### src/rtl/stopwatch_ctrl.sv
// stopwatch_ctrl: run/pause/adjust sequencer keeping MM:SS as four BCD digits.
// Optional lap-hold display enabled by defining STOPWATCH_LAP_EN.
module stopwatch_ctrl #(
   parameter int SYNC_STAGES = 2,
   parameter int MAX_MIN     = 59,
   parameter int MAX_SEC     = 59
) (
   input  logic       CLK_REF,
   input  logic       CLK_RES,
   input  logic       TICK_1HZ,
   input  logic       TICK_2HZ,
   input  logic       TICK_BLINK,
   input  logic       BTN_PAUSE,
   input  logic       BTN_RST,
   input  logic       BTN_LAP,
   input  logic       SW_ADJ,
   input  logic       SW_SEL,
   output logic [3:0] MIN_TENS,
   output logic [3:0] MIN_ONES,
   output logic [3:0] SEC_TENS,
   output logic [3:0] SEC_ONES,
   output logic [1:0] BLANK,
   output logic [1:0] STATE,
   output logic       LAP_ACTIVE
);

   typedef enum logic [1:0] {
      S_IDLE  = 2'b00,
      S_RUN   = 2'b01,
      S_PAUSE = 2'b10,
      S_ADJ   = 2'b11
   } state_e;

   localparam int NSYNC = (SYNC_STAGES < 2) ? 2 : SYNC_STAGES;

   localparam logic [7:0] SEC_MAX = {4'(MAX_SEC / 10), 4'(MAX_SEC % 10)};
   localparam logic [7:0] MIN_MAX = {4'(MAX_MIN / 10), 4'(MAX_MIN % 10)};

   // Packed BCD {tens, ones}; bit 8 of the result flags the wrap to 00.
   function automatic logic [8:0] bcd_inc(input logic [7:0] v,
                                          input logic [7:0] mx);
      logic [8:0] r;
      r = {1'b0, v[7:4], v[3:0] + 4'd1};
      if (v[3:0] == 4'd9) begin
         r = {1'b0, v[7:4] + 4'd1, 4'd0};
      end
      if (v == mx) begin
         r = 9'h100;
      end
      return r;
   endfunction

   logic [4:0] async_in;
   logic [4:0] sync_q [NSYNC];
   logic [2:0] btn_prev_q;
   logic [2:0] btn_ev_q;
   logic [1:0] sw_q;
   logic       t1_prev_q;
   logic       t2_prev_q;
   logic       t1_ev_q;
   logic       t2_ev_q;

   state_e     state_q;
   state_e     state_d;
   logic [7:0] sec_q;
   logic [7:0] sec_d;
   logic [7:0] min_q;
   logic [7:0] min_d;
   logic [8:0] sec_inc;
   logic [8:0] min_inc;
   logic [7:0] disp_sec;
   logic [7:0] disp_min;

   logic pause_ev;
   logic rst_ev;
   logic lap_ev;
   logic adj_lvl;
   logic sel_lvl;

   assign async_in = {SW_SEL, SW_ADJ, BTN_LAP, BTN_RST, BTN_PAUSE};

   assign pause_ev = btn_ev_q[0];
   assign rst_ev   = btn_ev_q[1];
   assign lap_ev   = btn_ev_q[2];
   assign adj_lvl  = sw_q[0];
   assign sel_lvl  = sw_q[1];

   // Edge pulses are registered so every control input sees equal latency.
   always_ff @(posedge CLK_REF or posedge CLK_RES) begin
      if (CLK_RES) begin
         for (int i = 0; i < NSYNC; i++) begin
            sync_q[i] <= '0;
         end
         btn_prev_q <= '0;
         btn_ev_q   <= '0;
         sw_q       <= '0;
         t1_prev_q  <= 1'b0;
         t2_prev_q  <= 1'b0;
         t1_ev_q    <= 1'b0;
         t2_ev_q    <= 1'b0;
      end else begin
         sync_q[0] <= async_in;
         for (int i = 1; i < NSYNC; i++) begin
            sync_q[i] <= sync_q[i-1];
         end
         btn_prev_q <= sync_q[NSYNC-1][2:0];
         btn_ev_q   <= sync_q[NSYNC-1][2:0] & ~btn_prev_q;
         sw_q       <= sync_q[NSYNC-1][4:3];
         t1_prev_q  <= TICK_1HZ;
         t2_prev_q  <= TICK_2HZ;
         t1_ev_q    <= TICK_1HZ & ~t1_prev_q;
         t2_ev_q    <= TICK_2HZ & ~t2_prev_q;
      end
   end

   always_ff @(posedge CLK_REF or posedge CLK_RES) begin
      if (CLK_RES) begin
         state_q <= S_IDLE;
         sec_q   <= '0;
         min_q   <= '0;
      end else begin
         state_q <= state_d;
         sec_q   <= sec_d;
         min_q   <= min_d;
      end
   end

   assign sec_inc = bcd_inc(sec_q, SEC_MAX);
   assign min_inc = bcd_inc(min_q, MIN_MAX);

   always_comb begin
      state_d = state_q;
      sec_d   = sec_q;
      min_d   = min_q;
      if (adj_lvl) begin
         // The entry cycle itself discards any pending tick or clear.
         state_d = S_ADJ;
         if (state_q == S_ADJ) begin
            if (rst_ev) begin
               sec_d = '0;
               min_d = '0;
            end else if (t2_ev_q) begin
               if (sel_lvl) begin
                  min_d = min_inc[7:0];
               end else begin
                  sec_d = sec_inc[7:0];
               end
            end
         end
      end else if (state_q == S_ADJ) begin
         state_d = S_PAUSE;
      end else if (rst_ev) begin
         state_d = S_IDLE;
         sec_d   = '0;
         min_d   = '0;
      end else begin
         case (state_q)
            S_IDLE: begin
               if (pause_ev) state_d = S_RUN;
            end
            S_RUN: begin
               if (t1_ev_q) begin
                  sec_d = sec_inc[7:0];
                  if (sec_inc[8]) min_d = min_inc[7:0];
               end
               if (pause_ev) state_d = S_PAUSE;
            end
            S_PAUSE: begin
               if (pause_ev) state_d = S_RUN;
            end
            S_ADJ: begin
               state_d = S_PAUSE;
            end
            default: begin
               state_d = S_IDLE;
            end
         endcase
      end
   end

   always_comb begin
      STATE = state_q;
      BLANK = 2'b00;
      if (state_q == S_ADJ) begin
         if (sel_lvl) begin
            BLANK = {TICK_BLINK, 1'b0};
         end else begin
            BLANK = {1'b0, TICK_BLINK};
         end
      end
   end

`ifdef STOPWATCH_LAP_EN
   logic       lap_q;
   logic       lap_d;
   logic [7:0] lap_sec_q;
   logic [7:0] lap_sec_d;
   logic [7:0] lap_min_q;
   logic [7:0] lap_min_d;

   always_comb begin
      lap_d     = lap_q;
      lap_sec_d = lap_sec_q;
      lap_min_d = lap_min_q;
      if (state_d != S_RUN) begin
         lap_d = 1'b0;
      end else if (state_q == S_RUN && lap_ev) begin
         lap_d = ~lap_q;
         if (!lap_q) begin
            lap_sec_d = sec_d;
            lap_min_d = min_d;
         end
      end
   end

   always_ff @(posedge CLK_REF or posedge CLK_RES) begin
      if (CLK_RES) begin
         lap_q     <= 1'b0;
         lap_sec_q <= '0;
         lap_min_q <= '0;
      end else begin
         lap_q     <= lap_d;
         lap_sec_q <= lap_sec_d;
         lap_min_q <= lap_min_d;
      end
   end

   assign LAP_ACTIVE = lap_q;
   assign disp_sec   = lap_q ? lap_sec_q : sec_q;
   assign disp_min   = lap_q ? lap_min_q : min_q;
`else
   logic unused_lap;
   assign unused_lap = lap_ev;
   assign LAP_ACTIVE = 1'b0;
   assign disp_sec   = sec_q;
   assign disp_min   = min_q;
`endif

   assign {MIN_TENS, MIN_ONES} = disp_min;
   assign {SEC_TENS, SEC_ONES} = disp_sec;

endmodule

### config.mk
export PLATFORM = sky130hd
export DESIGN_NAME = stopwatch_ctrl
export DESIGN_NICKNAME = d
export VERILOG_FILES = /design/src/rtl/stopwatch_ctrl.sv
export SDC_FILE = /design/constraint.sdc
export NUM_CORES = 1
export LEC_CHECK = 0
export BUFFER_PORTS_ARGS = -buffer_cell sky130_fd_sc_hd__clkbuf_2
export CAP_MARGIN = 0
export CELL_PAD_IN_SITES_DETAIL_PLACEMENT = 0
export CELL_PAD_IN_SITES_GLOBAL_PLACEMENT = 1
export CORE_MARGIN = 1.5
export CORE_UTILIZATION = 43
export DETAILED_ROUTE_END_ITERATION = 8
export PLACE_DENSITY = 0.87
export SYNTH_ARGS = -nofsm -noshare
export SYNTH_HDL_FRONTEND = slang
export SYNTH_SLANG_ARGS = --single-unit
### constraint.sdc
create_clock -name CLK_REF -period 2.4 [get_ports CLK_REF]
set_clock_uncertainty 0.1 [all_clocks]
set_input_delay 0.48 -clock CLK_REF [delete_from_list [all_inputs] [get_ports CLK_REF]]
set_output_delay 0.48 -clock CLK_REF [all_outputs]
set_load 0.05 [all_outputs]
==> flow_summary_export.csv, run 1 <==
group,metric,value,unit
die,boundaryPins,31,
pwr,swShare,0.372,
clocking,root_buffer,"clkbuf_8",
die,core.rowCount,22,
worst_setup_path,endpoint,"disp_sec[7]",
placement,place_congestion,0.759,
clocking,cts_resized,0,
worst_setup_path,critical_path_required,2.51,ns
routing,initialDrtViolationCount,36,
final_layout,final_cell_mix,"dfrtp_1 (36), clkbuf_2 (28), ha_1 (11)",
die,die_y,65.7,um
synthesis,synthFlopType,"dfrtp_1",
worst_setup_path,reg2reg_slack,0.26,ns
synthesis,syn_area_per_cell,11.1,um^2
synthesis,async_reset_ff_frac,1.00,
timing,period_needed,2.14,ns
worst_setup_path,crit_slowest_cell,"dfrtp_1",
clocking,cts_tree,"done",
run,maxCapViolCount,0,
pwr,p_int,1.14,mW
die,initial_core_util,0.456,
timing,timing.final.crit_share,0.892,
routing,vias_per_cell,5.40,
final_layout,nNetsFinal,207,
routing,drtAntennaViolNets,0,
worst_setup_path,worstSetupStartpoint,"STATE[0]",
clocking,clk_pin_slew,0.08,ns
routing,drt_pass1_iterations,4,
global_routing,overflow,0,
worst_setup_path,cpLargestDelayFamily,"simple AND/OR/NAND/NOR gates",
routing,vias,1268,
clocking,cts.sinks,36,
pwr,power_frac_comb,0.285,
global_routing,grt_usage,0.179,
clocking,post_cts_buffers,0,
final_layout,syn_to_final_growth,18.5,%
routing,drc,0,
pwr,p_leak,0.951,nW
placement,place_hpwl,2380,um
worst_setup_path,crit_fanout,8,
synthesis,ys_seq_area_frac,0.532,
worst_setup_path,r2r_end,"disp_sec[7]",
worst_setup_path,critPathBufInv,1,
clocking,numCtsBuffers,5,
clocking,cts_buffer_depth,2,
pwr,power_density,905,mW/mm^2
final_layout,n_antenna_cell,0,
synthesis,netlist_area,0.00169,mm^2
synthesis,syn_nets,173,
pwr,total_power,1.82,mW
synthesis,synth_edf_count,0,
routing,wl_per_cell,14.2,um
worst_setup_path,cp-start-kind,"register",
final_layout,final_common_cell,"dfrtp_1",
timing,hold_viol,0,
die,die_w,65.7,um
global_routing,grt_max_degree,37,
final_layout,fill_cells,344,
final_layout,ff_latch_area,901,um^2
worst_setup_path,critPathArrivalTime,2.25,ns
global_routing,grt_antenna_before_repair,0,
min_path,hold_class,"in -> async",
die,core-area,0.00372,mm^2
clocking,clk_latency,0.29,ns
pwr,max-vdd-ir-drop,0.466,mV
final_layout,multiInputGateArea,737,um^2
clocking,hold_buffers,0,
pwr,switching_power,0.675,mW
worst_setup_path,cp-end-kind,"register",
synthesis,ys_seq_elements,36,
clocking,cts_max_level,2,
timing,rsz0062_at_grt,"false",
synthesis,synth_cells,152,
synthesis,synth.distinct_cells,41,
pwr,pwr-share-clk,0.293,
routing,wirelength,3350,um
worst_setup_path,rr_worst_depth,7,
worst_setup_path,cp.depth,7,
timing,fin_tns_setup,0,ns
worst_setup_path,crit_type,"reg -> reg",
timing,setup_viol,0,
timing,finalMaxSlewViolations,0,
timing,max_clock_freq,0.467,GHz
die,die_area,0.00432,mm^2
global_routing,grt_pass1_vias,1343,
final_layout,drive_gt1_frac,0.257,
status,run_status,"finished, final reports clean",
pwr,power_frac_seq,0.422,
synthesis,yosysWarnings,0,
global_routing,grt_pass1_wl,5840,um
placement,io_buffers,28,
worst_setup_path,worst_r2r_startpoint,"STATE[0]",
worst_setup_path,max_stage_delay,0.48,ns
worst_setup_path,crit_chain,"nand2_1 -> inv_1 -> ha_1 -> nor2_1 -> o311ai_2 -> or2_1 -> o31ai_2",
==> power by group through the flow <==
stage	Sequential, mW	Combinational, mW	Clock (mW)
2_1_floorplan	0.963	0.207	0
3_3_place_gp	0.768	0.506	0
3_5_place_dp	0.780	0.521	0
4_1_cts	0.768	0.524	0.545
5_1_grt	0.781	0.566	0.571
6_report	0.766	0.518	0.532
==> worst min-delay path by stage <==
stage	start	endpoint	slack, ns
finish	CLK_RES	disp_sec[5]	0.16
global route	BTN_PAUSE	sync_q[5]	0.18
CTS	CLK_RES	disp_sec[5]	0.18
detailed placement	sync_q[8]	sync_q[3]	0.24
global placement	sync_q[4]	sw_q[1]	0.23
floorplan	sync_q[3]	sw_q[0]	0.23
==> per-layer routing <==
layer	routed length, um	global-route usage
met1	1430	0.196
met2	1730	0.324
met3	132	0.0514
met4	53	0.0677
met5	0	0
==> worst min-delay path, delay by kind of cell <==
kind | cells | cell delay, ns
buffers and inverters | 3 | 0.51
==> area by class of cell <==
type,instances,area share
Timing Repair Buffer,30,0.0774
Multi-Input combinational cell,102,0.367
Tap cell,48,0.0299
Clock buffer,5,0.0343
Clock inverter,3,0.0212
Sequential cell,36,0.449
Inverter,11,0.0206
==> sequential cells by signal, indices dropped and copies added, names as in the netlist <==
| name | flops |
|---|---|
| disp_sec | 8 |
| t2_ev_q | 1 |
| t2_prev_q | 1 |
| btn_prev_q | 2 |
| disp_min | 8 |
| t1_prev_q | 1 |
| sync_q | 8 |
| t1_ev_q | 1 |
| btn_ev_q | 2 |
| STATE | 2 |
| sw_q | 2 |
==> synth_stat cells (4+ instances only) <==
library cell  instances  area (um^2)
a21oi_1               5         25.0
dfrtp_1              36          901
ha_1                 11          138
inv_1                10         37.5
nand2_1               9         33.8
nand3_1               4         20.0
nand3b_1              4         30.0
nor2_1                8         30.0
nor2b_1               6         37.5
o21ai_0               8         40.0
==> cells by family (layout without fill, tap and decap cells) <==
family	after synthesis	after routing	synth area share
muxes	5	5	0.0325
other	1	1	0.00222
AOI/OAI and AO/OA	35	35	0.151
buffers and inverters	14	49	0.0355
DFF	36	36	0.532
adders and majority gates	11	11	0.0813
and+or+nand+nor	50	50	0.166
==> metrics by stage <==
step	setup slack, ns	util	instance area (um^2)	hold slack, ns	cells
after floorplan	0.151	-	1700	0.231	152
after global placement	0.350	0.510	1890	0.232	227
after detailed placement	0.293	0.510	1890	0.239	227
after CTS	0.265	0.540	2010	0.178	235
after global routing	0.0938	0.540	2010	0.179	235
final	0.258	0.540	2010	0.163	235
(Power assumes the default switching activity.)
==> run 2, diff against run 1 <==
Settings changed: ABC_AREA set to 1, CORE_UTILIZATION 43 to 42.
==> flow_summary_export.csv, run 2 <==
group,metric,value,unit
status,run_status,"finished, final reports clean",
routing,wl_per_cell,10.5,um
synthesis,ys_seq_area_frac,0.493,
global_routing,grt_pass1_vias,1235,
synthesis,yosys-top-cells-area,"dfrtp_1 (49%), nand2_1 (7.6%), ha_1 (7.5%)",
routing,wl_met2,1400,um
worst_setup_path,critPathArrivalTime,1.33,ns
die,core.rowCount,23,
routing,wirelength,2980,um
synthesis,ys_seq_elements,36,
clocking,cts_tree,"done",
placement,place_area,0.00203,mm^2
global_routing,overflow,0,
clocking,root_buffer,"clkbuf_8",
timing,rsz0062_at_grt,"false",
run,maxCapViolCount,0,
pwr,p_leak,1.10,nW
routing,initialDrtViolationCount,83,
global_routing,grt_usage,0.159,
routing,drtAntennaViolNets,0,
clocking,clk_latency,0.28,ns
die,core-area,0.00409,mm^2
synthesis,netlist_top_cells_count,"nand2_1 (37), dfrtp_1 (36), inv_1 (22), nor2_1 (21), nand3_1 (19)",
clocking,clk_pin_slew,0.08,ns
timing,setup_viol,0,
final_layout,design_area,0.00215,mm^2
global_routing,grt_max_degree,37,
clocking,cts.sinks,36,
final_layout,nNetsFinal,254,
routing,drc,0,
worst_setup_path,cp-end-kind,"output port",
final_layout,n_antenna_cell,0,
placement,place_congestion,0.778,
clocking,cts_resized,0,
placement,place_hpwl,2200,um
synthesis,synth_top_area_cell,"dfrtp_1",
synthesis,synthFlopType,"dfrtp_1",
timing,hold_viol,0,
clocking,hold_buffers,0,
pwr,power_density,914,mW/mm^2
die,die_area,0.00475,mm^2
timing,fin_tns_setup,0,ns
global_routing,grt_pass1_wl,5540,um
worst_setup_path,cp-start-kind,"register",
clocking,cts_buffer_depth,2,
timing,timing.final.crit_share,0.794,
routing,vias,1325,
clocking,cts_max_level,2,
final_layout,final_cell_mix,"nand2_1 (37), dfrtp_1 (36), clkbuf_2 (28)",
min_path,hold_class,"in -> async",
placement,io_buffers,28,
synthesis,yosysWarnings,0,
worst_setup_path,crit_fanout,9,
routing,routed.top_layer,"met4",
synthesis,netlist_area,0.00183,mm^2
pwr,max-vdd-ir-drop,0.508,mV
final_layout,final_common_cell,"nand2_1",
final_layout,drive_gt1_frac,0.265,
die,die_w,69.0,um
worst_setup_path,crit_type,"reg -> out",
synthesis,synth_cells,198,
synthesis,synth_top_area_frac,0.493,
final_layout,ff_latch_area,901,um^2
clocking,post_cts_buffers,0,
synthesis,syn_area_per_cell,9.23,um^2
synthesis,syn_nets,219,
timing,finalMaxSlewViolations,0,
routing,drt-met1-wl,1430,um
die,boundaryPins,31,
synthesis,synth_edf_count,0,
global_routing,grt_antenna_before_repair,0,
timing,period_needed,1.91,ns
routing,drt_pass1_iterations,4,
synthesis,yosysMostFrequentCell,"nand2_1",
final_layout,fill_cells,396,
synthesis,synth.distinct_cells,30,
die,initial_core_util,0.447,
timing,max_clock_freq,0.525,GHz
clocking,numCtsBuffers,5,
routing,wl_met3,109,um
final_layout,multiInputGateArea,830,um^2
synthesis,async_reset_ff_frac,1.00,
final_layout,syn_to_final_growth,17.7,%
worst_setup_path,critical_path_required,1.82,ns
die,die_y,69.0,um
routing,vias_per_cell,4.67,
==> run 2: cell type report <==
type | instances | share of cell area
Inverter | 25 | 0.0437
Timing Repair Buffer | 29 | 0.0687
Tap cell | 50 | 0.0291
Clock inverter | 3 | 0.0215
Clock buffer | 5 | 0.0320
Sequential cell | 36 | 0.419
Multi-Input combinational cell | 136 | 0.386
==> run 2: worst paths after layout <==
path	start	to	slack, ns	cells after the start
worst max register to register	STATE[0]	disp_sec[3]	0.59	7
worst max-delay path	STATE[0]	BLANK[0]	0.49	3
max in group asynchronous	CLK_RES	disp_min[4]	1.72	3
worst min-delay path	CLK_RES	sync_q[6]	0.16	3
worst min register to register	sync_q[4]	sw_q[1]	0.25	0
min in group CLK_REF	BTN_RST	sync_q[6]	0.20	1
==> run 2: cells by family after synthesis <==
group	synth area share
DFF	0.493
buffers and inverters	0.0555
xor gates and xnor gates	0.0240
adders and majority gates	0.0753
other	0.00205
and+or+nand+nor	0.303
AOI/OAI and AO/OA	0.0466
==> run 2: per-stage QoR <==
stage | utilization | cells | worst slack, ns | power, mW | hold WS (ns)
after floorplan | - | 198 | 0.249 | 1.31 | 0.231
after global placement | 0.498 | 276 | 0.607 | 1.44 | 0.233
after detailed placement | 0.498 | 276 | 0.592 | 1.45 | 0.236
after CTS | 0.526 | 284 | 0.474 | 1.99 | 0.178
after global routing | 0.526 | 284 | 0.347 | 2.11 | 0.176
final | 0.526 | 284 | 0.494 | 1.97 | 0.160
==> run 2: routing by layer <==
layer | GRT usage | vias up
li1 | - | 702
met1 | 0.220 | 596
met2 | 0.240 | 22
met3 | 0.0438 | 5
met4 | 0.0539 | 0
met5 | 0 | -
==> run 2: critical path: stages (launching register included) <==
cell and delay [ns]:
dfrtp_1 0.49, nand2_4 0.14, nor3_2 0.12, clkbuf_2 0.29
==> run 2: report_power, final <==
group | total [mW] | leakage, nW | switching [mW] | internal, mW
logic | 0.659 | 0.590 | 0.481 | 0.178
clock network | 0.536 | 0.0548 | 0.223 | 0.313
registers | 0.770 | 0.453 | 0.0900 | 0.680
total | 1.97 | 1.10 | 0.794 | 1.17
==> run 3, diff against run 2 <==
Settings changed: CORE_UTILIZATION 42 to 38, PLACE_DENSITY 0.87 to 0.83.
Clock period 2.4 ns to 1.7 ns, I/O delays scaled along.
==> flow_summary_export.csv, run 3 (synthesis gave the netlist of run 2 again) <==
group,metric,value,unit
routing,drc,0,
timing,rsz0062_at_grt,"true",
worst_setup_path,worst_r2r_startpoint,"disp_sec[1]",
pwr,power_density,1220,mW/mm^2
worst_setup_path,critical_path_required,1.78,ns
routing,vias,1372,
placement,place_hpwl,2260,um
clocking,root_buffer,"clkbuf_8",
timing,max_clock_freq,0.607,GHz
clocking,cts.sinks,36,
die,die_y,72.3,um
worst_setup_path,rr_worst_depth,9,
pwr,switching_power,1.19,mW
final_layout,drive_gt1_frac,0.366,
pwr,pwr-share-clk,0.219,
die,die_area,0.00523,mm^2
timing,setup_viol,0,
clocking,cts_tree,"done",
final_layout,final_cells,297,
pwr,p_leak,1.14,nW
worst_setup_path,reg2reg_slack,0.05,ns
pwr,power_frac_comb,0.386,
pwr,p_int,1.60,mW
worst_setup_path,crit_type,"reg -> reg",
routing,drtAntennaViolNets,0,
global_routing,grt_max_degree,37,
final_layout,final_cell_mix,"nand2_1 (34), dfrtp_1 (29), clkbuf_2 (26)",
die,die_w,72.3,um
final_layout,syn_to_final_growth,25.8,%
clocking,clk_pin_slew,0.08,ns
die,initial_core_util,0.392,
global_routing,grt_pass1_wl,5520,um
die,boundaryPins,31,
pwr,swShare,0.426,
global_routing,grt_antenna_before_repair,0,
status,run_status,"finished, final reports clean",
timing,hold_viol,0,
placement,dp_cells,284,
worst_setup_path,crit_chain,"inv_2 -> ha_4 -> nand2_4 -> nor2_4 -> nor2_4 -> nor3_4 -> nand2_4 -> nand2_2 -> o21ai_1",
global_routing,overflow,0,
global_routing,grt_pass1_vias,1277,
clocking,clk_latency,0.29,ns
routing,initialDrtViolationCount,67,
timing,holdWs,0.0276,ns
timing,timing.final.crit_share,0.968,
placement,place_congestion,0.761,
final_layout,n_antenna_cell,0,
worst_setup_path,crit_slowest_cell,"dfrtp_2",
min_path,hold_class,"in -> async",
clocking,cts_max_level,2,
pwr,power_frac_seq,0.395,
die,core.rowCount,25,
timing,period_needed,1.65,ns
routing,vias_per_cell,4.62,
timing,fin_tns_setup,0,ns
routing,wirelength,3170,um
worst_setup_path,r2r_end,"disp_sec[4]",
clocking,cts_buffer_depth,2,
routing,drt_pass1_iterations,4,
routing,wl_per_cell,10.7,um
worst_setup_path,crit_fanout,8,
die,core-area,0.00466,mm^2
worst_setup_path,cpLargestDelayFamily,"simple AND/OR/NAND/NOR gates",
clocking,numCtsBuffers,5,
placement,io_buffers,28,
worst_setup_path,cp-start-kind,"register",
run,maxCapViolCount,0,
timing,finalMaxSlewViolations,0,
worst_setup_path,critPathArrivalTime,1.72,ns
worst_setup_path,critPathBufInv,1,
final_layout,final_common_cell,"nand2_1",
worst_setup_path,cp-end-kind,"register",
final_layout,nNetsFinal,263,
pwr,max-vdd-ir-drop,0.781,mV
pwr,total_power,2.79,mW
worst_setup_path,max_stage_delay,0.43,ns
global_routing,grt_usage,0.137,
[run 3: per-layer routing]
metal	track usage	part of all wire	routed length (um)
met2	0.212	0.45	1440
met3	0.0333	0.034	107
met1	0.180	0.49	1560
met5	0	0	0
met4	0.0692	0.019	59
[run 3: stage by stage]
stage | instance area (um^2) | util | setup WS, ns
after floorplan | 1860 | - | -0.0798
final | 2300 | 0.493 | 0.0539
after global placement | 2110 | 0.452 | 0.0857
after detailed placement | 2110 | 0.452 | 0.0637
after global routing | 2300 | 0.493 | -0.0272
after CTS | 2200 | 0.472 | 0.0246
[run 3: repair_timing]
item	4_1_cts	5_1_grt
hold buffers	0	0
setup endpoints to repair	0	13
buffers inserted	0	4
gates resized for setup	0	17
[run 3: tightest hold or removal path, cell delays in order]
cell      delay, ns
clkbuf_2       0.08
inv_1          0.04
buf_4          0.40
[run 3: final cells by class]
cell class / instances / area [um^2]
Multi-Input combinational cell: 137 / 915
Clock buffer: 5 / 68.8
Timing Repair Buffer: 37 / 220
Inverter: 25 / 93.8
Tap cell: 54 / 67.6
Fill cell: 442 / 2360
Clock inverter: 3 / 23.8
Sequential cell: 36 / 910
[run 3: power groups by stage]
| stage | combinational [mW] | clock [mW] | sequential [mW] |
|---|---|---|---|
| 2_1_floorplan | 0.480 | 0 | 1.39 |
| 3_3_place_gp | 0.976 | 0 | 1.11 |
| 3_5_place_dp | 0.984 | 0 | 1.11 |
| 4_1_cts | 0.988 | 0.643 | 1.09 |
| 5_1_grt | 1.20 | 0.664 | 1.12 |
| 6_report | 1.08 | 0.612 | 1.10 |
[run 3: worst max path at each step]
stage | from | to | depth (start not counted)
final | disp_sec[1] | disp_sec[4] | 9
after global routing | disp_sec[1] | disp_sec[4] | 9
after CTS | STATE[1] | BLANK[0] | 3
after detailed placement | disp_sec[1] | disp_sec[4] | 7
after global placement | disp_sec[1] | disp_sec[7] | 7
after floorplan | STATE[0] | BLANK[0] | 2
